**config.mk**
```make
export PLATFORM = sky130hd
export DESIGN_NAME = axi_stream_extract_header_flat
export DESIGN_NICKNAME = d
export VERILOG_FILES = /design/src/rtl/axi_stream_hdr_pkg.sv /design/src/rtl/axi_stream_extract_header_if.sv /design/src/rtl/axis_byte_realign.sv /design/src/rtl/axi_stream_extract_header.sv /design/src/flat_wrapper.sv
export SDC_FILE = /design/constraint.sdc
export NUM_CORES = 1
export LEC_CHECK = 0
export CORE_MARGIN = 3
export CORE_UTILIZATION = 52
export DETAILED_ROUTE_END_ITERATION = 8
export PLACE_DENSITY = 0.88
export SETUP_SLACK_MARGIN = 0.15
export SLEW_MARGIN = 20
export SYNTH_ARGS = -nofsm -noshare
export SYNTH_HDL_FRONTEND = slang
export SYNTH_SLANG_ARGS = --single-unit
```
**constraint.sdc**
```tcl
create_clock -name clk -period 6.9 [get_ports clk]
set_input_delay 0.69 -clock clk [delete_from_list [all_inputs] [get_ports clk]]
set_output_delay 0.69 -clock clk [all_outputs]
set_load 0.01 [all_outputs]
```
**src/rtl/axi_stream_hdr_pkg.sv**
```systemverilog
// Shared types and byte-count/keep helpers for the AXI-Stream header insert/extract blocks.
package axi_stream_hdr_pkg;

  localparam int unsigned MAX_BYTES = 64;
  localparam int unsigned CNT_WD    = 8;

  typedef enum logic [1:0] {
    FIRST = 2'd0,
    BODY  = 2'd1,
    FLUSH = 2'd2
  } state_e;

  // Popcount of a contiguous keep vector, zero-extended to MAX_BYTES.
  function automatic logic [CNT_WD-1:0] keep_to_cnt(input logic [MAX_BYTES-1:0] keep);
    logic [CNT_WD-1:0] c;
    c = '0;
    for (int i = 0; i < MAX_BYTES; i++) begin
      c = c + CNT_WD'(keep[i]);
    end
    return c;
  endfunction

  function automatic logic [MAX_BYTES-1:0] cnt_to_keep_lsb(input logic [CNT_WD-1:0] cnt);
    logic [MAX_BYTES-1:0] m;
    m = '0;
    for (int i = 0; i < MAX_BYTES; i++) begin
      m[i] = (i < int'(cnt));
    end
    return m;
  endfunction

  // Top cnt lanes of an nbytes-wide keep; caller truncates to nbytes.
  function automatic logic [MAX_BYTES-1:0] cnt_to_keep_msb(input logic [CNT_WD-1:0] cnt,
                                                           input logic [CNT_WD-1:0] nbytes);
    logic [MAX_BYTES-1:0] m;
    m = '0;
    for (int i = 0; i < MAX_BYTES; i++) begin
      m[i] = (i < int'(nbytes)) && (i >= (int'(nbytes) - int'(cnt)));
    end
    return m;
  endfunction

endpackage

```
**src/rtl/axi_stream_extract_header_if.sv**
```systemverilog
// Input stream, payload stream and header port of the header extractor.
interface axi_stream_extract_header_if #(
  parameter int unsigned DATA_WD = 32
);
  localparam int unsigned DATA_BYTE_WD = DATA_WD / 8;
  localparam int unsigned BYTE_CNT_WD  = $clog2(DATA_BYTE_WD);

  logic                    valid_in;
  logic [DATA_WD-1:0]      data_in;
  logic [DATA_BYTE_WD-1:0] keep_in;
  logic                    last_in;
  logic                    ready_in;
  logic [BYTE_CNT_WD-1:0]  byte_remove_cnt;

  logic                    valid_out;
  logic [DATA_WD-1:0]      data_out;
  logic [DATA_BYTE_WD-1:0] keep_out;
  logic                    last_out;
  logic                    ready_out;

  logic                    valid_header;
  logic [DATA_WD-1:0]      data_header;
  logic [DATA_BYTE_WD-1:0] keep_header;
  logic                    ready_header;

  modport slave (
    input  valid_in, data_in, keep_in, last_in, byte_remove_cnt, ready_out, ready_header,
    output ready_in, valid_out, data_out, keep_out, last_out,
           valid_header, data_header, keep_header
  );

  modport master (
    output valid_in, data_in, keep_in, last_in, byte_remove_cnt, ready_out, ready_header,
    input  ready_in, valid_out, data_out, keep_out, last_out,
           valid_header, data_header, keep_header
  );

endinterface

```
**src/rtl/axis_byte_realign.sv**
```systemverilog
// Merges an MSB-aligned residual of res_cnt bytes with the top bytes of the next beat.
module axis_byte_realign #(
  parameter int unsigned DATA_WD = 32,
  parameter int unsigned CW      = 4
) (
  input  logic [DATA_WD-1:0] res_i,
  input  logic [CW-1:0]      res_cnt_i,
  input  logic [DATA_WD-1:0] data_i,
  output logic [DATA_WD-1:0] merged_c_o,
  output logic [DATA_WD-1:0] next_res_c_o
);

  localparam logic [CW-1:0] DB_CNT = CW'(DATA_WD / 8);

  // res_i is zero below its valid bytes, so OR-ing the shifted beat is a clean merge.
  assign merged_c_o   = res_i | (data_i >> {res_cnt_i, 3'b000});
  assign next_res_c_o = (res_cnt_i == '0) ? '0 : (data_i << {DB_CNT - res_cnt_i, 3'b000});

endmodule

```
**src/rtl/axi_stream_extract_header.sv**
```systemverilog
// Strips the first L bytes of each packet onto a header port and re-aligns the payload.
module axi_stream_extract_header
  import axi_stream_hdr_pkg::*;
#(
  parameter int unsigned DATA_WD = 32
) (
  input  logic                        clk,
  input  logic                        rst,
  axi_stream_extract_header_if.slave  bus
);

  localparam int unsigned DB          = DATA_WD / 8;
  localparam int unsigned BYTE_CNT_WD = $clog2(DB);
  localparam int unsigned CW          = BYTE_CNT_WD + 2;
  localparam logic [CW-1:0] DB_CNT    = CW'(DB);

  function automatic logic [DB-1:0] msb_keep(input logic [CW-1:0] c);
    return DB'(cnt_to_keep_msb(CNT_WD'(c), CNT_WD'(DB)));
  endfunction

  state_e               state_q, state_d;
  logic [DATA_WD-1:0]   res_q, res_d;
  logic [CW-1:0]        res_cnt_q, res_cnt_d;

  logic                 pay_valid_q, pay_valid_d;
  logic [DATA_WD-1:0]   pay_data_q, pay_data_d;
  logic [DB-1:0]        pay_keep_q, pay_keep_d;
  logic                 pay_last_q, pay_last_d;
  logic                 hdr_valid_q, hdr_valid_d;
  logic [DATA_WD-1:0]   hdr_data_q, hdr_data_d;
  logic [DB-1:0]        hdr_keep_q, hdr_keep_d;

  logic                 ready_in_c;
  logic                 pay_free, hdr_free;
  logic [DATA_WD-1:0]   data_m;
  logic [CW-1:0]        n_in, hdr_len, hdr_take, first_r, total;
  logic [DATA_WD-1:0]   merged, next_res;

  assign pay_free = !pay_valid_q || bus.ready_out;
  assign hdr_free = !hdr_valid_q || bus.ready_header;

  // Zero invalid input lanes so pad bytes downstream are always 0.
  always_comb begin
    data_m = '0;
    for (int b = 0; b < DB; b++) begin
      data_m[8*b +: 8] = bus.data_in[8*b +: 8] & {8{bus.keep_in[b]}};
    end
  end

  assign n_in     = CW'(keep_to_cnt(MAX_BYTES'(bus.keep_in)));
  assign hdr_len  = CW'(bus.byte_remove_cnt) + CW'(1);
  assign hdr_take = (n_in < hdr_len) ? n_in : hdr_len;
  assign first_r  = (n_in > hdr_len) ? (n_in - hdr_len) : '0;
  assign total    = res_cnt_q + n_in;

  axis_byte_realign #(
    .DATA_WD (DATA_WD),
    .CW      (CW)
  ) u_realign (
    .res_i        (res_q),
    .res_cnt_i    (res_cnt_q),
    .data_i       (data_m),
    .merged_c_o   (merged),
    .next_res_c_o (next_res)
  );

  always_comb begin
    state_d     = state_q;
    res_d       = res_q;
    res_cnt_d   = res_cnt_q;
    pay_valid_d = pay_valid_q && !bus.ready_out;
    pay_data_d  = pay_data_q;
    pay_keep_d  = pay_keep_q;
    pay_last_d  = pay_last_q;
    hdr_valid_d = hdr_valid_q && !bus.ready_header;
    hdr_data_d  = hdr_data_q;
    hdr_keep_d  = hdr_keep_q;
    ready_in_c  = 1'b0;

    unique case (state_q)
      FIRST: begin
        ready_in_c = pay_free && hdr_free;
        if (bus.valid_in && ready_in_c) begin
          hdr_valid_d = 1'b1;
          hdr_data_d  = data_m >> {DB_CNT - hdr_take, 3'b000};
          hdr_keep_d  = DB'(cnt_to_keep_lsb(CNT_WD'(hdr_take)));
          res_d       = data_m << {hdr_len, 3'b000};
          res_cnt_d   = first_r;
          if (bus.last_in) begin
            // Whole packet in one beat: leftover bytes form the only payload beat.
            if (first_r != '0) begin
              pay_valid_d = 1'b1;
              pay_data_d  = data_m << {hdr_len, 3'b000};
              pay_keep_d  = msb_keep(first_r);
              pay_last_d  = 1'b1;
            end
            res_d     = '0;
            res_cnt_d = '0;
          end else begin
            state_d = BODY;
          end
        end
      end

      BODY: begin
        ready_in_c = pay_free;
        if (bus.valid_in && ready_in_c) begin
          pay_valid_d = 1'b1;
          pay_data_d  = merged;
          pay_keep_d  = '1;
          pay_last_d  = 1'b0;
          res_d       = next_res;
          if (bus.last_in) begin
            if (total <= DB_CNT) begin
              pay_keep_d = msb_keep(total);
              pay_last_d = 1'b1;
              res_d      = '0;
              res_cnt_d  = '0;
              state_d    = FIRST;
            end else begin
              res_cnt_d = total - DB_CNT;
              state_d   = FLUSH;
            end
          end
        end
      end

      FLUSH: begin
        if (pay_free) begin
          pay_valid_d = 1'b1;
          pay_data_d  = res_q;
          pay_keep_d  = msb_keep(res_cnt_q);
          pay_last_d  = 1'b1;
          res_d       = '0;
          res_cnt_d   = '0;
          state_d     = FIRST;
        end
      end

      default: state_d = FIRST;
    endcase
  end

  always_ff @(posedge clk) begin
    if (rst) begin
      state_q     <= FIRST;
      res_q       <= '0;
      res_cnt_q   <= '0;
      pay_valid_q <= 1'b0;
      pay_data_q  <= '0;
      pay_keep_q  <= '0;
      pay_last_q  <= 1'b0;
      hdr_valid_q <= 1'b0;
      hdr_data_q  <= '0;
      hdr_keep_q  <= '0;
    end else begin
      state_q     <= state_d;
      res_q       <= res_d;
      res_cnt_q   <= res_cnt_d;
      pay_valid_q <= pay_valid_d;
      pay_data_q  <= pay_data_d;
      pay_keep_q  <= pay_keep_d;
      pay_last_q  <= pay_last_d;
      hdr_valid_q <= hdr_valid_d;
      hdr_data_q  <= hdr_data_d;
      hdr_keep_q  <= hdr_keep_d;
    end
  end

  assign bus.ready_in     = ready_in_c;
  assign bus.valid_out    = pay_valid_q;
  assign bus.data_out     = pay_data_q;
  assign bus.keep_out     = pay_keep_q;
  assign bus.last_out     = pay_last_q;
  assign bus.valid_header = hdr_valid_q;
  assign bus.data_header  = hdr_data_q;
  assign bus.keep_header  = hdr_keep_q;

endmodule
```
**src/flat_wrapper.sv**
```systemverilog
// flat-port wrapper written by rule: the top's interface ports become plain ports
module axi_stream_extract_header_flat import axi_stream_hdr_pkg::*;
#(
  parameter int unsigned DATA_WD = 32
)
  (clk, rst, bus_valid_in, bus_data_in, bus_keep_in, bus_last_in, bus_byte_remove_cnt, bus_ready_out, bus_ready_header, bus_ready_in, bus_valid_out, bus_data_out, bus_keep_out, bus_last_out, bus_valid_header, bus_data_header, bus_keep_header);
  axi_stream_extract_header_if #(.DATA_WD(DATA_WD)) bus_i ();
  input  logic clk;
  input  logic rst;
  input wire logic [$bits(bus_i.valid_in)-1:0] bus_valid_in;
  input wire logic [$bits(bus_i.data_in)-1:0] bus_data_in;
  input wire logic [$bits(bus_i.keep_in)-1:0] bus_keep_in;
  input wire logic [$bits(bus_i.last_in)-1:0] bus_last_in;
  input wire logic [$bits(bus_i.byte_remove_cnt)-1:0] bus_byte_remove_cnt;
  input wire logic [$bits(bus_i.ready_out)-1:0] bus_ready_out;
  input wire logic [$bits(bus_i.ready_header)-1:0] bus_ready_header;
  output wire logic [$bits(bus_i.ready_in)-1:0] bus_ready_in;
  output wire logic [$bits(bus_i.valid_out)-1:0] bus_valid_out;
  output wire logic [$bits(bus_i.data_out)-1:0] bus_data_out;
  output wire logic [$bits(bus_i.keep_out)-1:0] bus_keep_out;
  output wire logic [$bits(bus_i.last_out)-1:0] bus_last_out;
  output wire logic [$bits(bus_i.valid_header)-1:0] bus_valid_header;
  output wire logic [$bits(bus_i.data_header)-1:0] bus_data_header;
  output wire logic [$bits(bus_i.keep_header)-1:0] bus_keep_header;
  assign bus_i.valid_in = bus_valid_in;
  assign bus_i.data_in = bus_data_in;
  assign bus_i.keep_in = bus_keep_in;
  assign bus_i.last_in = bus_last_in;
  assign bus_i.byte_remove_cnt = bus_byte_remove_cnt;
  assign bus_i.ready_out = bus_ready_out;
  assign bus_i.ready_header = bus_ready_header;
  assign bus_ready_in = bus_i.ready_in;
  assign bus_valid_out = bus_i.valid_out;
  assign bus_data_out = bus_i.data_out;
  assign bus_keep_out = bus_i.keep_out;
  assign bus_last_out = bus_i.last_out;
  assign bus_valid_header = bus_i.valid_header;
  assign bus_data_header = bus_i.data_header;
  assign bus_keep_header = bus_i.keep_header;
  axi_stream_extract_header #(.DATA_WD(DATA_WD)) u_core (.clk(clk), .rst(rst), .bus(bus_i));
endmodule
```
==> results.json, run 1 <==
{
  "cap_violations": 0,
  "dieHeight_um": 130.4,
  "holdBufCountCts": 0,
  "io_buffers": 119,
  "r2r-end": "u_core.res_q[30]",
  "worstReg2RegStart": "u_core.res_cnt_q[0]",
  "rsz0062_at_grt": "no",
  "drtIter0Drc": 1610,
  "cp.required_ps": 7220,
  "hold_viol": 0,
  "critPathBufInv": 5,
  "nets": 1198,
  "p_seq_share_pct": 25.9,
  "ys_top_cells_by_area": "dfxtp_1 (28%), nor2_1 (6.3%), o21ai_0 (4.5%)",
  "worst-path-max-fanout": 19,
  "synth_top_cell_by_area": "dfxtp_1",
  "ys_ff_latch": 113,
  "slew_viol_final": 0,
  "pwr-share-clk_pct": 23.3,
  "dpl.hpwl_mm": 20.70,
  "core_region_area_mm2": 0.01481,
  "yosysWarnings": 0,
  "syn-cell-area_mm2": 0.008044,
  "finalClockSkew_ps": 11.65,
  "synth_top_area_share_pct": 28.12,
  "crit_top_cell": "ha_1",
  "relSlewSlack_pct": 29.47,
  "p_total_mw": 3.487,
  "p_comb_share_pct": 50.8,
  "arrival_ps": 6160,
  "avgSynthCellArea_um2": 7.518,
  "worstHoldEndpoint": "u_core.res_q[4]",
  "wirelength_mm": 29.88,
  "rows": 44,
  "cp_num_cells": 18,
  "clockBufferDepth": 2,
  "path_cells": "clkdlybuf4s50_1, ha_1, inv_1, fa_1, ha_1, inv_1, fa_1, ha_1, nor2_2, mux2i_4, inv_4, ha_1, ha_1, nand2_1, nor2_1, buf_4, a41oi_1, o31ai_1",
  "setup_ws_ps": 1061,
  "swShare_pct": 44.50,
  "crit_path_end_kind": "flop",
  "async_flop_share_pct": 0,
  "clock_sinks": 113,
  "final_common_cell": "nor2_1",
  "max_freq_mhz": 171.3,
  "ys.flop_type": "dfxtp_1",
  "num_antenna_cells": 0,
  "worst_setup_path_start_kind": "input pin",
  "ys_seq_area_share_pct": 28.12,
  "grt_pass1_wl_mm": 46.31,
  "leakage_nw": 3.481,
  "pin_count": 120,
  "viasPerCell": 6.895,
  "crit_path_max_incr_delay_ps": 760,
  "status": "complete, no violations",
  "layout_common_cells": "nor2_1 (135), clkdlybuf4s50_1 (118), dfxtp_1 (113)",
  "drc": 0,
  "placed_cells": 1289,
  "worstHoldStart": "u_core.res_q[4]",
  "antenna_left": 0,
  "initial_core_util_pct": 54.32,
  "cts_max_level": 4,
  "tightestPinTransition_ps": 1055,
  "routedWlPerCell_um": 22.62,
  "post_cts_buffers": 0,
  "synth_cell_type_count": 74,
  "firstDrtPassIters": 7,
  "fin_tns_setup_ps": 0,
  "rr_worst_depth": 7,
  "grt_usage_pct": 34.92,
  "design_area_mm2": 0.009723,
  "critical-path-top-delay-family": "adder cells",
  "finalSetupViolCount": 0,
  "hp-class": "reg2reg",
  "cts_inserted_buffers": 17,
  "reg2reg_setup_slack_ps": 3070,
  "clk_pin_slew_ps": 60,
  "synth_nets": 1144,
  "synth_edf_count": 0,
  "routabilityCongestion": 1.036,
  "postSynthCellCount": 1070,
  "antenna_found_initial": 0,
  "grt_pass1_vias": 8168,
  "powerDensity_mw_per_mm2": 358.7,
  "syn_to_final_growth_pct": 20.87,
  "clk_latency_ps": 430,
  "root_buffer": "clkbuf_16",
  "hold_depth": 2,
  "fin_cells": 1321,
  "critPathKind": "in2reg",
  "vias": 9108,
  "dieArea_mm2": 0.01700,
  "place_area_mm2": 0.009166,
  "cts_tree": "built",
  "intPower_mw": 1.936,
  "drive_gt1_share_pct": 7.476,
  "grt.overflow.total": 0,
  "crit_slowest_cell": "clkdlybuf4s50_1",
  "pre_cts_slack_ps": 806.5,
  "dieWidth_um": 130.4,
  "ctsResizeCount": 0,
  "peakVddDrop_mv": 0.2020,
  "p_switching_mw": 1.552,
  "fin_crit_ps": 5839,
  "grt_max_degree": 81,
  "period_share_pct": 84.63
}
## kinds of logic (layout without fill, tap and decap cells)
logic type | count (synthesis) | after routing | share of synthesized area [%]
buf+inv | 143 | 210 | 7.373
fa+ha+maj | 30 | 30 | 4.946
mux | 27 | 27 | 3.671
xor+xnor | 6 | 6 | 0.8399
flops | 113 | 113 | 28.12
simple gates | 339 | 339 | 19.05
compound gates | 412 | 412 | 35.99
## flip-flops by register name, indices dropped and copies added (netlist names), 2 cells and up
signal,flops
u_core.bus.keep_out,4
u_core.res_q,32
u_core.bus.keep_header,4
u_core.bus.data_header,32
u_core.bus.data_out,32
u_core.state_q,2
u_core.res_cnt_q,4
## layout make-up
| cell class | instances | area [µm²] |
|---|---|---|
| Clock buffer | 18 | 439.2 |
| Timing Repair Buffer | 135 | 1306 |
| Clock inverter | 14 | 106.4 |
| Inverter | 43 | 163.9 |
| Multi-Input combinational cell | 814 | 5215 |
| Tap cell | 184 | 230.2 |
| Sequential cell | 113 | 2262 |
| Fill cell | 1265 | 5086 |
## metrics by stage
step / util [%] / hold WS [ps]
after floorplan: - / 425.0
after global placement: 61.90 / 432.2
after detailed placement: 61.90 / 438.8
after CTS: 65.58 / 446.8
after global routing: 65.66 / 460.5
final: 65.66 / 445.6
## synth_stat cells (7+ instances only)
cell,number
clkbuf_1,69
a211o_1,10
a211oi_1,14
a21oi_1,55
o221a_2,9
inv_1,40
a311oi_1,35
dfxtp_1,113
o21ai_1,11
nand3_1,28
o21ai_0,73
a41oi_1,7
o2bb2ai_1,8
a31oi_1,45
nand2_1,88
and2_1,11
nor2_1,136
a221oi_1,16
buf_1,12
ha_1,27
nor3_1,22
a22oi_1,8
and3_1,13
nand4_1,11
a22o_1,8
mux2_2,7
o22ai_1,25
buf_2,13
mux2i_1,18
o31ai_1,14
a32oi_1,38
## how the worst max path moves through the flow
| stage | startpoint | endpoint | slack (ps) |
|---|---|---|---|
| 2_1_floorplan | bus_keep_in[3] | u_core.bus.data_header[3] | 1510 |
| 3_3_place_gp | bus_keep_in[1] | u_core.bus.data_header[10] | 1000 |
| 3_5_place_dp | bus_keep_in[1] | u_core.bus.data_header[8] | 810 |
| 4_1_cts | bus_keep_in[1] | u_core.bus.data_header[15] | 1150 |
| 5_1_grt | bus_keep_in[1] | u_core.bus.data_header[15] | 870 |
| 6_report | bus_keep_in[1] | u_core.bus.data_header[15] | 1060 |
## layer usage
| metal | vias up | track usage, % | share of wire (%) |
|---|---|---|---|
| met5 | - | 0 | 0 |
| met4 | 0 | 12.58 | 3.1 |
| li1 | 4169 | - | - |
| met3 | 93 | 8.821 | 12 |
| met2 | 700 | 53.14 | 44 |
| met1 | 4146 | 48.19 | 41 |
## worst register-to-register path, stage by stage (launching register included)
cell       delay, ps
dfxtp_1          300
buf_4            430
clkinv_1         660
ha_1            1110
o21ai_1          510
o2bb2ai_1        360
and3_1           210
o221a_2          190
## power by group through the flow
stage	Combinational [mW]	Clock (mW)	Sequential, mW
floorplan	1.13	0	0.940
global placement	1.67	0	0.905
detailed placement	1.71	0	0.909
CTS	1.71	0.818	0.898
global route	1.92	0.848	0.917
finish	1.77	0.814	0.902
(Power assumes the default switching activity.)
==> run 2: changes to the inputs <==
CORE_UTILIZATION = 50   (was 52)
PLACE_DENSITY = 0.89   (was 0.88)
clock period = 5.2 ns   (was 6.9 ns; I/O delays follow)
==> run 2 against run 1 <==
Clock power is 36% higher. Sequential power increased by 33%. Critical path depth down 1. Critical path type unchanged.
==> results.json, run 2 (synthesis gave the netlist of run 1 again) <==
{
  "status": "complete, no violations",
  "intPower_mw": 2.639,
  "period_share_pct": 91.39,
  "dpl.hpwl_mm": 20.29,
  "worstReg2RegStart": "u_core.res_cnt_q[0]",
  "vias": 9300,
  "routedWlPerCell_um": 21.89,
  "cp.required_ps": 5560,
  "worst_setup_path_start_kind": "input pin",
  "grt_max_degree": 80,
  "viasPerCell": 6.879,
  "regArea_mm2": 0.002262,
  "grt_pass1_vias": 8465,
  "cts_inserted_buffers": 17,
  "clockBufferDepth": 2,
  "finalSetupViolCount": 0,
  "core_region_area_mm2": 0.01548,
  "p_seq_share_pct": 25.6,
  "peakVddDrop_mv": 0.2562,
  "clk_latency_ps": 440,
  "root_buffer": "clkbuf_16",
  "post_cts_buffers": 0,
  "crit_path_end_kind": "flop",
  "cts_tree": "built",
  "worstHoldStart": "u_core.res_q[0]",
  "nFillCells": 1365,
  "tightestPinTransition_ps": 1055,
  "relSlewSlack_pct": 29.45,
  "wirelength_mm": 29.60,
  "crit_slowest_cell": "a2111oi_4",
  "pin_count": 120,
  "dieHeight_um": 132.8,
  "drive_gt1_share_pct": 7.800,
  "path_cells": "clkdlybuf4s50_1, ha_1, inv_1, fa_1, ha_1, inv_1, fa_1, ha_1, nor2_2, mux2i_4, inv_4, ha_1, ha_1, nand2_1, a2111oi_4, a32oi_1, nor2_1",
  "design_area_mm2": 0.009816,
  "initial_core_util_pct": 51.95,
  "grt_usage_pct": 32.12,
  "hp-class": "reg2reg",
  "grt.overflow.total": 0,
  "rsz0062_at_grt": "no",
  "antenna_left": 0,
  "syn_to_final_growth_pct": 22.03,
  "clk_pin_slew_ps": 50,
  "drtIter0Drc": 1518,
  "leakage_nw": 3.519,
  "firstDrtPassIters": 8,
  "finalClockSkew_ps": 18.90,
  "post-route-util_pct": 63.39,
  "crit_top_cell": "ha_1",
  "crit_path_max_incr_delay_ps": 610,
  "cap_violations": 0,
  "grt_pass1_wl_mm": 45.97,
  "nets": 1203,
  "hold_viol": 0,
  "worst-path-max-fanout": 19,
  "p_comb_share_pct": 50.7,
  "placed_cells": 1321,
  "rows": 45,
  "holdBufCountCts": 0,
  "setup_ws_ps": 447.9,
  "multiInputGateArea_mm2": 0.005209,
  "dieArea_mm2": 0.01765,
  "powerDensity_mw_per_mm2": 475.8,
  "place_area_mm2": 0.009265,
  "final_common_cell": "nor2_1",
  "num_antenna_cells": 0,
  "dieWidth_um": 132.8,
  "fin_tns_setup_ps": 0,
  "fin_cells": 1352,
  "layout_common_cells": "nor2_1 (133), clkdlybuf4s50_1 (118), dfxtp_1 (113)",
  "pre_cts_slack_ps": 125.4,
  "critPathLaunch": "bus_keep_in[1]",
  "swShare_pct": 43.50,
  "critPathKind": "in2reg",
  "clock_sinks": 113,
  "p_switching_mw": 2.032,
  "drc": 0,
  "antenna_found_initial": 0,
  "fin_crit_ps": 4752,
  "io_buffers": 119,
  "slew_viol_final": 0,
  "ctsResizeCount": 0,
  "routabilityCongestion": 1.072,
  "arrival_ps": 5110,
  "cts_max_level": 4,
  "pwr-share-clk_pct": 23.7,
  "max_freq_mhz": 210.4,
  "p_total_mw": 4.670,
  "holdWs_ps": 443.9
}
run 2: metal layers:
| layer | up-vias | track usage, % | part of all wire, % |
|---|---|---|---|
| met3 | 111 | 8.897 | 12 |
| met2 | 701 | 48.17 | 43 |
| met5 | - | 0 | 0 |
| met1 | 4302 | 42.79 | 40 |
| li1 | 4186 | - | - |
| met4 | 0 | 14.90 | 4.5 |
run 2: power groups by stage:
stage          combinational (mW)  clock [mW]  sequential (mW)
4_1_cts                      2.30        1.11             1.19
5_1_grt                      2.54        1.14             1.22
6_report                     2.37        1.11             1.20
3_3_place_gp                 2.23           0             1.20
2_1_floorplan                1.50           0             1.25
3_5_place_dp                 2.28           0             1.21
run 2: path summary, 6_finish.rpt:
kind	to	slack, ps	depth (start not counted)
min	u_core.res_q[0]	440	2
max reg2reg	u_core.res_q[27]	1390	7
min reg2reg	u_core.res_q[0]	440	2
max	u_core.bus.data_header[27]	450	17
run 2: layout make-up:
cell class | instances | share of cell area, %
clock buffer | 21 | 4.691
clock inverter | 10 | 0.8923
inverter | 43 | 1.670
multi-input combinational | 814 | 53.07
sequential | 113 | 23.05
tap | 211 | 2.690
timing repair buffer | 140 | 13.95
run 2: critical path: cells and delay by family:
kind,cells,cell delay (ps)
simple gates,3,500
compound gates,2,790
buf+inv,4,720
fa+ha+maj,7,2270
mux,1,300
==> edit 1, RTL diff (config.mk and constraints of run 1) <==
Change the package constant `MAX_BYTES` from 64 to 96.
--- a/src/rtl/axi_stream_hdr_pkg.sv
+++ b/src/rtl/axi_stream_hdr_pkg.sv
@@ -2,5 +2,5 @@
 package axi_stream_hdr_pkg;
 
-  localparam int unsigned MAX_BYTES = 64;
+  localparam int unsigned MAX_BYTES = 96;
   localparam int unsigned CNT_WD    = 8;
 
Formal check against the unedited RTL: equivalent (equiv_simple and equiv_induct, registers matched by name and starting in step).
==> edit 1 against run 1 <==
Utilization fell by 0.20 points. Total power rose by 8.2%. Routed wire length fell by 4.3%. Critical path depth fell by 1. Worst setup slack improved by 0.64 ns. Area after synthesis fell by 2.4%. Sequential cell count did not move. Cell area fell by 1.4%. Critical path type unchanged. Largest cell class unchanged.
==> edit 1: results (changes against run 1) <==
Setup path
  • Critical path's slowest cell: nor4_2
  • Crit Path Max Fanout: 41 (+22)
  • FF-to-FF Start: u_core.res_cnt_q[0]$_SDFFE_PP0P_
  • CP peak stage delay: 0.83 ns (+0.07 ns)
  • CP Capture Point: u_core.bus.data_header[28]$_SDFFE_PP0P_
  • Crit Path Class: in -> reg
  • CP arrival: 5.54 ns (-0.62 ns)
  • R2R setup slack: 2.97 ns (-0.10 ns)
  • FF-to-FF End: u_core.res_q[2]$_SDFFE_PP0P_
  • CP Launch Point: bus_keep_in[0]
  • Dominant delay contributor by cell family on the critical path: adder cells
  • Worst R2R Path Depth: 9 (+2)

Synth
  • Post-Syn Nets: 1106 (-3.3%)
  • Top cells by area, synth: dfxtp_1 (29%), nor2_1 (7.3%), a32oi_1 (5.0%)
  • Netlist cell types: 71 (-4.1%)
  • Commonest cells in the netlist: nor2_1 (153), dfxtp_1 (113), a21oi_1 (70), clkbuf_1 (70), nand2_1 (60)
  • YS warnings: 0 (unchanged)
  • Cell Area, Synth: 7850 sq um (-2.4%)
  • Sequential fraction of the synthesis area: 0.288 (+0.00704)

Global route
  • Largest net degree at the start of global routing: 103 (+27%)
  • GR Util met1: 0.469 (-0.0128)
  • Met2 Use GR: 0.491 (-0.0402)
  • Vias in the first global route: 7866 (-3.7%)
  • First-pass GRT wire length: 43700 um (-5.6%)
  • Gr usage total: 0.335 (-0.0144)
  • Grt met3 use: 0.0876 (-0.000623)

Timing
  • Slew margin rel.: 0.285 (-0.00925)
  • Clock Skews: 0.00714 ns (-0.00452 ns)

Placed design
  • Port bufs: 119 (unchanged)
  • RePlAce Congestion: 0.996 (-3.8%)
  • Final HPWL DP: 19600 um (-5.5%)

CTS
  • Clock Path Buffers: 2 (unchanged)
  • Clock-pin slew on the worst setup and hold paths: 0.06 ns (about the same)
  • Post-cts resize count: 0 (unchanged)
  • Num CTS Buffers: 17 (unchanged)
  • Clk Latency, worst-skew pair: 0.41 ns (-0.02 ns)
  • Post-CTS setup buffer count: 0 (unchanged)

Drt
  • Final wirelength: 28600 um (-4.3%)
  • Initial drt markers: 1476 (-8.3%)
  • Met1 WL: 11500 um (-4.8%)
  • Via/cell ratio: 6.84 (-0.75%)
  • WL met2: 12100 um (-7.8%)
  • WL met3: 3790 um (+4.5%)

Cells and area
  • FILL cells: 1246 (-1.5%)
  • Proportion of layout cells with a drive suffix above 1: 0.0783 (+0.00357)
  • Final nets: 1157 (-3.4%)

Power and ir drop
  • Worst VDD drop: 0.206 mV (+2.1%)
  • Static leakage: 3.38 nW (-2.9%)

Min path
  • Hold-critical path depth: 2 (unchanged)
  • Type of the worst min-delay path: reg -> reg

Run status
  • Status: finished clean
==> edit 1: cell count changes after synthesis, sizes merged, moves of 9 or more <==
cell    before  now
a221oi      16    1
o221a        9    0
nand3       28   50
a31oi       45   35
a21oi       58   70
inv         42   29
nand2       88   61
o21ai       85   57
nor2       138  153
nand4       11    1
a211oi      14   39
==> edit 1: worst register-to-register path, delay by kind of cell (launching register included) <==
kind                       cells  cell delay, ns
AOI/OAI and AO/OA              3            1.42
DFF                            1            0.77
and+or+nand+nor                1            0.18
xor gates and xnor gates       2            0.65
adders and majority gates      2            0.76
buffers and inverters          1            0.07
==> edit 1: power breakdown <==
part	switching [W]	internal, W
logic	0.00117	0.000734
registers	0.000137	0.000817
clock network	0.000321	0.000594
total	0.00163	0.00214
==> edit 1: logic make-up after synthesis <==
group                      count (synthesis)  synth area share
AOI/OAI and AO/OA                        374             0.335
and+or+nand+nor                          350             0.202
buffers and inverters                    134            0.0725
DFF                                      113             0.288
muxes                                     29            0.0453
adders and majority gates                 28            0.0475
xor gates and xnor gates                   6           0.00909
==> edit 1: how the worst min path moves through the flow <==
stage / start / to / slack [ns]
6_report: u_core.res_q[0]$_SDFFE_PP0P_ / u_core.res_q[0]$_SDFFE_PP0P_ / 0.45
5_1_grt: u_core.res_q[3]$_SDFFE_PP0P_ / u_core.res_q[3]$_SDFFE_PP0P_ / 0.47
4_1_cts: u_core.res_q[0]$_SDFFE_PP0P_ / u_core.res_q[0]$_SDFFE_PP0P_ / 0.45
3_5_place_dp: u_core.res_q[0]$_SDFFE_PP0P_ / u_core.res_q[0]$_SDFFE_PP0P_ / 0.44
3_3_place_gp: u_core.res_q[5]$_SDFFE_PP0P_ / u_core.res_q[5]$_SDFFE_PP0P_ / 0.44
2_1_floorplan: u_core.res_q[7]$_SDFFE_PP0P_ / u_core.res_q[7]$_SDFFE_PP0P_ / 0.43
==> edit 1: cell type report <==
cell class / instances / area, sq um / area share
Multi-Input combinational cell: 787 / 5050 / 0.527
Sequential cell: 113 / 2260 / 0.236
Timing Repair Buffer: 136 / 1320 / 0.138
Clock buffer: 22 / 474 / 0.0495
Tap cell: 184 / 230 / 0.0240
Clock inverter: 10 / 133 / 0.0138
Inverter: 30 / 113 / 0.0117
==> edit 1: through the flow <==
| stage | utilization | std cells | instance area, sq um | worst slack [ns] |
|---|---|---|---|---|
| floorplan | - | 1034 | 7850 | 1.25 |
| global placement | 0.612 | 1250 | 8960 | 1.48 |
| detailed placement | 0.612 | 1250 | 8960 | 1.29 |
| CTS | 0.653 | 1282 | 9570 | 1.71 |
| global route | 0.655 | 1282 | 9590 | 1.44 |
| finish | 0.655 | 1282 | 9590 | 1.71 |
==> edit 2, RTL diff (config.mk and constraints of run 1) <==
Without the edit above. Encoding of `state_e`: now one-hot (3 bits for 3 states).
--- a/src/rtl/axi_stream_hdr_pkg.sv
+++ b/src/rtl/axi_stream_hdr_pkg.sv
@@ -5,8 +5,8 @@
   localparam int unsigned CNT_WD    = 8;
 
-  typedef enum logic [1:0] {
-    FIRST = 2'd0,
-    BODY  = 2'd1,
-    FLUSH = 2'd2
+  typedef enum logic [2:0] {
+    FIRST = 3'b001,
+    BODY  = 3'b010,
+    FLUSH = 3'b100
   } state_e;
 
Check against the original RTL: same outputs for any inputs over 4 cycles, from zero or initial values and one cycle with rst high; so few cycles prove little.
==> edit 2 against run 1 <==
The flow now finishes with violations (DRC). Area after synthesis shrank 5.9%. Hold slack gained 0.032 ns. Sequential cell count grew 1. Worst setup slack gained 0.27 ns. Routed wire length shrank 6.9%. Via count shrank 5.8%. Cell area shrank 4.6%. First-iteration DRC count shrank 0.31%. Die area shrank 5.7%.
Power is not compared: it rests on default switching activity, and its combinational part moved more than twofold at a synthesized area within 25%.
==> edit 2: results (changes against run 1) <==
Synth
  • Cells after synthesis: 1011 (-5.5%)
  • Top_reg_cell synth: dfxtp_1
  • Post-synthesis compound-gate area fraction: 0.317 (-0.0434)
  • Top cells by area, synth: dfxtp_1 (30%), nor2_1 (7.0%), o21ai_0 (4.5%)
  • Commonest cells in the netlist: nor2_1 (142), dfxtp_1 (114), nand2_1 (90), clkbuf_1 (69), o21ai_0 (68)
  • Post-synthesis mux area share: 0.0232 (-0.0136)
  • Post-Synth Adder-Cell Area: 0.0460 (-0.00349)
  • Post-Syn Nets: 1081 (-5.5%)
  • Xor/xnor share of the synthesized area: 0.0116 (+0.00318)
  • YS warnings: 0 (unchanged)
  • Sequential fraction of the synthesis area: 0.302 (+0.0204)
  • Netlist cell types: 71 (-4.1%)

CTS
  • Num CTS Buffers: 17 (unchanged)
  • Clock root buffer: clkbuf_16
  • Post-CTS setup buffer count: 0 (unchanged)
  • Clk Latency, worst-skew pair: 0.43 ns (about the same)
  • Clock Path Buffers: 2 (unchanged)
  • H-tree levels: 4 (unchanged)
  • Post-cts resize count: 0 (unchanged)
  • Clock-pin slew on the worst setup and hold paths: 0.06 ns (about the same)

Run status
  • Status: complete, but fails checks
  • Violated checks: DRC

Cells and area
  • ANT cells: 0 (unchanged)
  • FILL cells: 1127 (-11%)
  • Layout Cells excl Fill: 1259 (-4.7%)
  • Proportion of layout cells with a drive suffix above 1: 0.0658 (-0.00896)

Drt
  • Drt first pass iters: 9 (+2)
  • DRC: 2 (+2)
  • Via count: 8581 (-5.8%)
  • Highest metal used: met4
  • Met1 WL: 10500 um (-14%)
  • Initial drt markers: 1605 (-0.31%)
  • Final wirelength: 27800 um (-6.9%)
  • WL met2: 11500 um (-13%)
  • WL met3: 4310 um (+19%)

Timing
  • Clock Skews: 0.00763 ns (-0.00402 ns)
  • Slew margin rel.: 0.288 (-0.00662)

Global route
  • Largest net degree at the start of global routing: 76 (-6.2%)
  • First-pass GRT wire length: 42700 um (-7.9%)
  • Gr usage total: 0.333 (-0.0160)
  • Vias in the first global route: 7740 (-5.2%)

Setup path
  • CP arrival: 5.86 ns (-0.30 ns)
  • Dominant delay contributor by cell family on the critical path: adder cells
  • CP peak stage delay: 0.80 ns (+0.04 ns)
  • Critical path's slowest cell: clkdlybuf4s50_1
  • Crit Path Max Fanout: 23 (+4)

Placed design
  • Placed cells: 1227 (-4.8%)
  • Port bufs: 119 (unchanged)
  • Final HPWL DP: 19200 um (-7.2%)
  • RePlAce Congestion: 1.05 (+1.2%)

Min path
  • Type of the worst min-delay path: reg -> reg

Power and ir drop
  • Static leakage: between 3 and 4 nW
[edit 2: cell types whose count changed in the layout (fill, tap and decap cells not counted), sizes merged, moves of 17 or more]
cell / delta
a211oi: +25
a22oi: +17
a311oi: -21
a31oi: -32
a32oi: -36
and2: +29
nor3: +24
[edit 2: kinds of logic after synthesis]
| family | Yosys count |
|---|---|
| flip-flops | 114 |
| AND/OR/NAND/NOR | 376 |
| multiplexers | 11 |
| adder cells (fa/ha/maj) | 26 |
| AO/OA/AOI/OAI | 341 |
| buffers and inverters | 133 |
| XOR/XNOR | 10 |
[edit 2: path summary, 6_finish.rpt]
kind,startpoint,slack (ns),depth (start not counted),endpoint
worst min register to register,u_core.bus.data_header[9]$_SDFFE_PP0P_,0.48,2,u_core.bus.data_header[9]$_SDFFE_PP0P_
worst min-delay path,u_core.bus.data_header[9]$_SDFFE_PP0P_,0.48,2,u_core.bus.data_header[9]$_SDFFE_PP0P_
worst max-delay path,bus_keep_in[0],1.33,20,u_core.bus.data_header[7]$_SDFFE_PP0P_
worst max register to register,u_core.res_cnt_q[0]$_SDFFE_PP0P_,3.42,11,u_core.bus.keep_out[0]$_SDFFE_PP0P_
[edit 2: tightest hold or removal path: stages (launching register included)]
cell and delay (ns):
dfxtp_1 0.31, nand2_1 0.05, o31ai_1 0.06
[edit 2: metal layers]
| metal | vias to the layer above | GRT usage |
|---|---|---|
| li1 | 3835 | - |
| met1 | 3863 | 0.443 |
| met2 | 722 | 0.481 |
| met3 | 161 | 0.112 |
| met4 | 0 | 0.167 |
| met5 | - | 0.0155 |
[edit 2: where the power goes]
group	switching [W]	internal [W]	total, W
combinational	0.000512	0.000338	0.000849
clock	0.000356	0.000504	0.000860
sequential	0.0000470	0.000727	0.000774
[edit 2: metrics by stage]
stage | total power (W) | area [sq um] | hold slack (ns) | setup slack, ns | utilization
6_report | 0.00248 | 9270 | 0.477 | 1.33 | 0.660
3_5_place_dp | 0.00160 | 8700 | 0.443 | 1.04 | 0.619
2_1_floorplan | 0.00132 | 7570 | 0.441 | 2.01 | -
4_1_cts | 0.00246 | 9270 | 0.464 | 1.49 | 0.660
3_3_place_gp | 0.00158 | 8700 | 0.448 | 1.30 | 0.619
5_1_grt | 0.00258 | 9270 | 0.475 | 1.00 | 0.660
[edit 2: layout make-up]
cell class / instances / share of cell area
multi-input cells: 764 / 0.514
flip-flops and latches: 114 / 0.246
repair buffers: 133 / 0.140
clock inverters: 15 / 0.0161
clock buffers: 17 / 0.0459
well taps: 180 / 0.0243
inverters: 36 / 0.0146
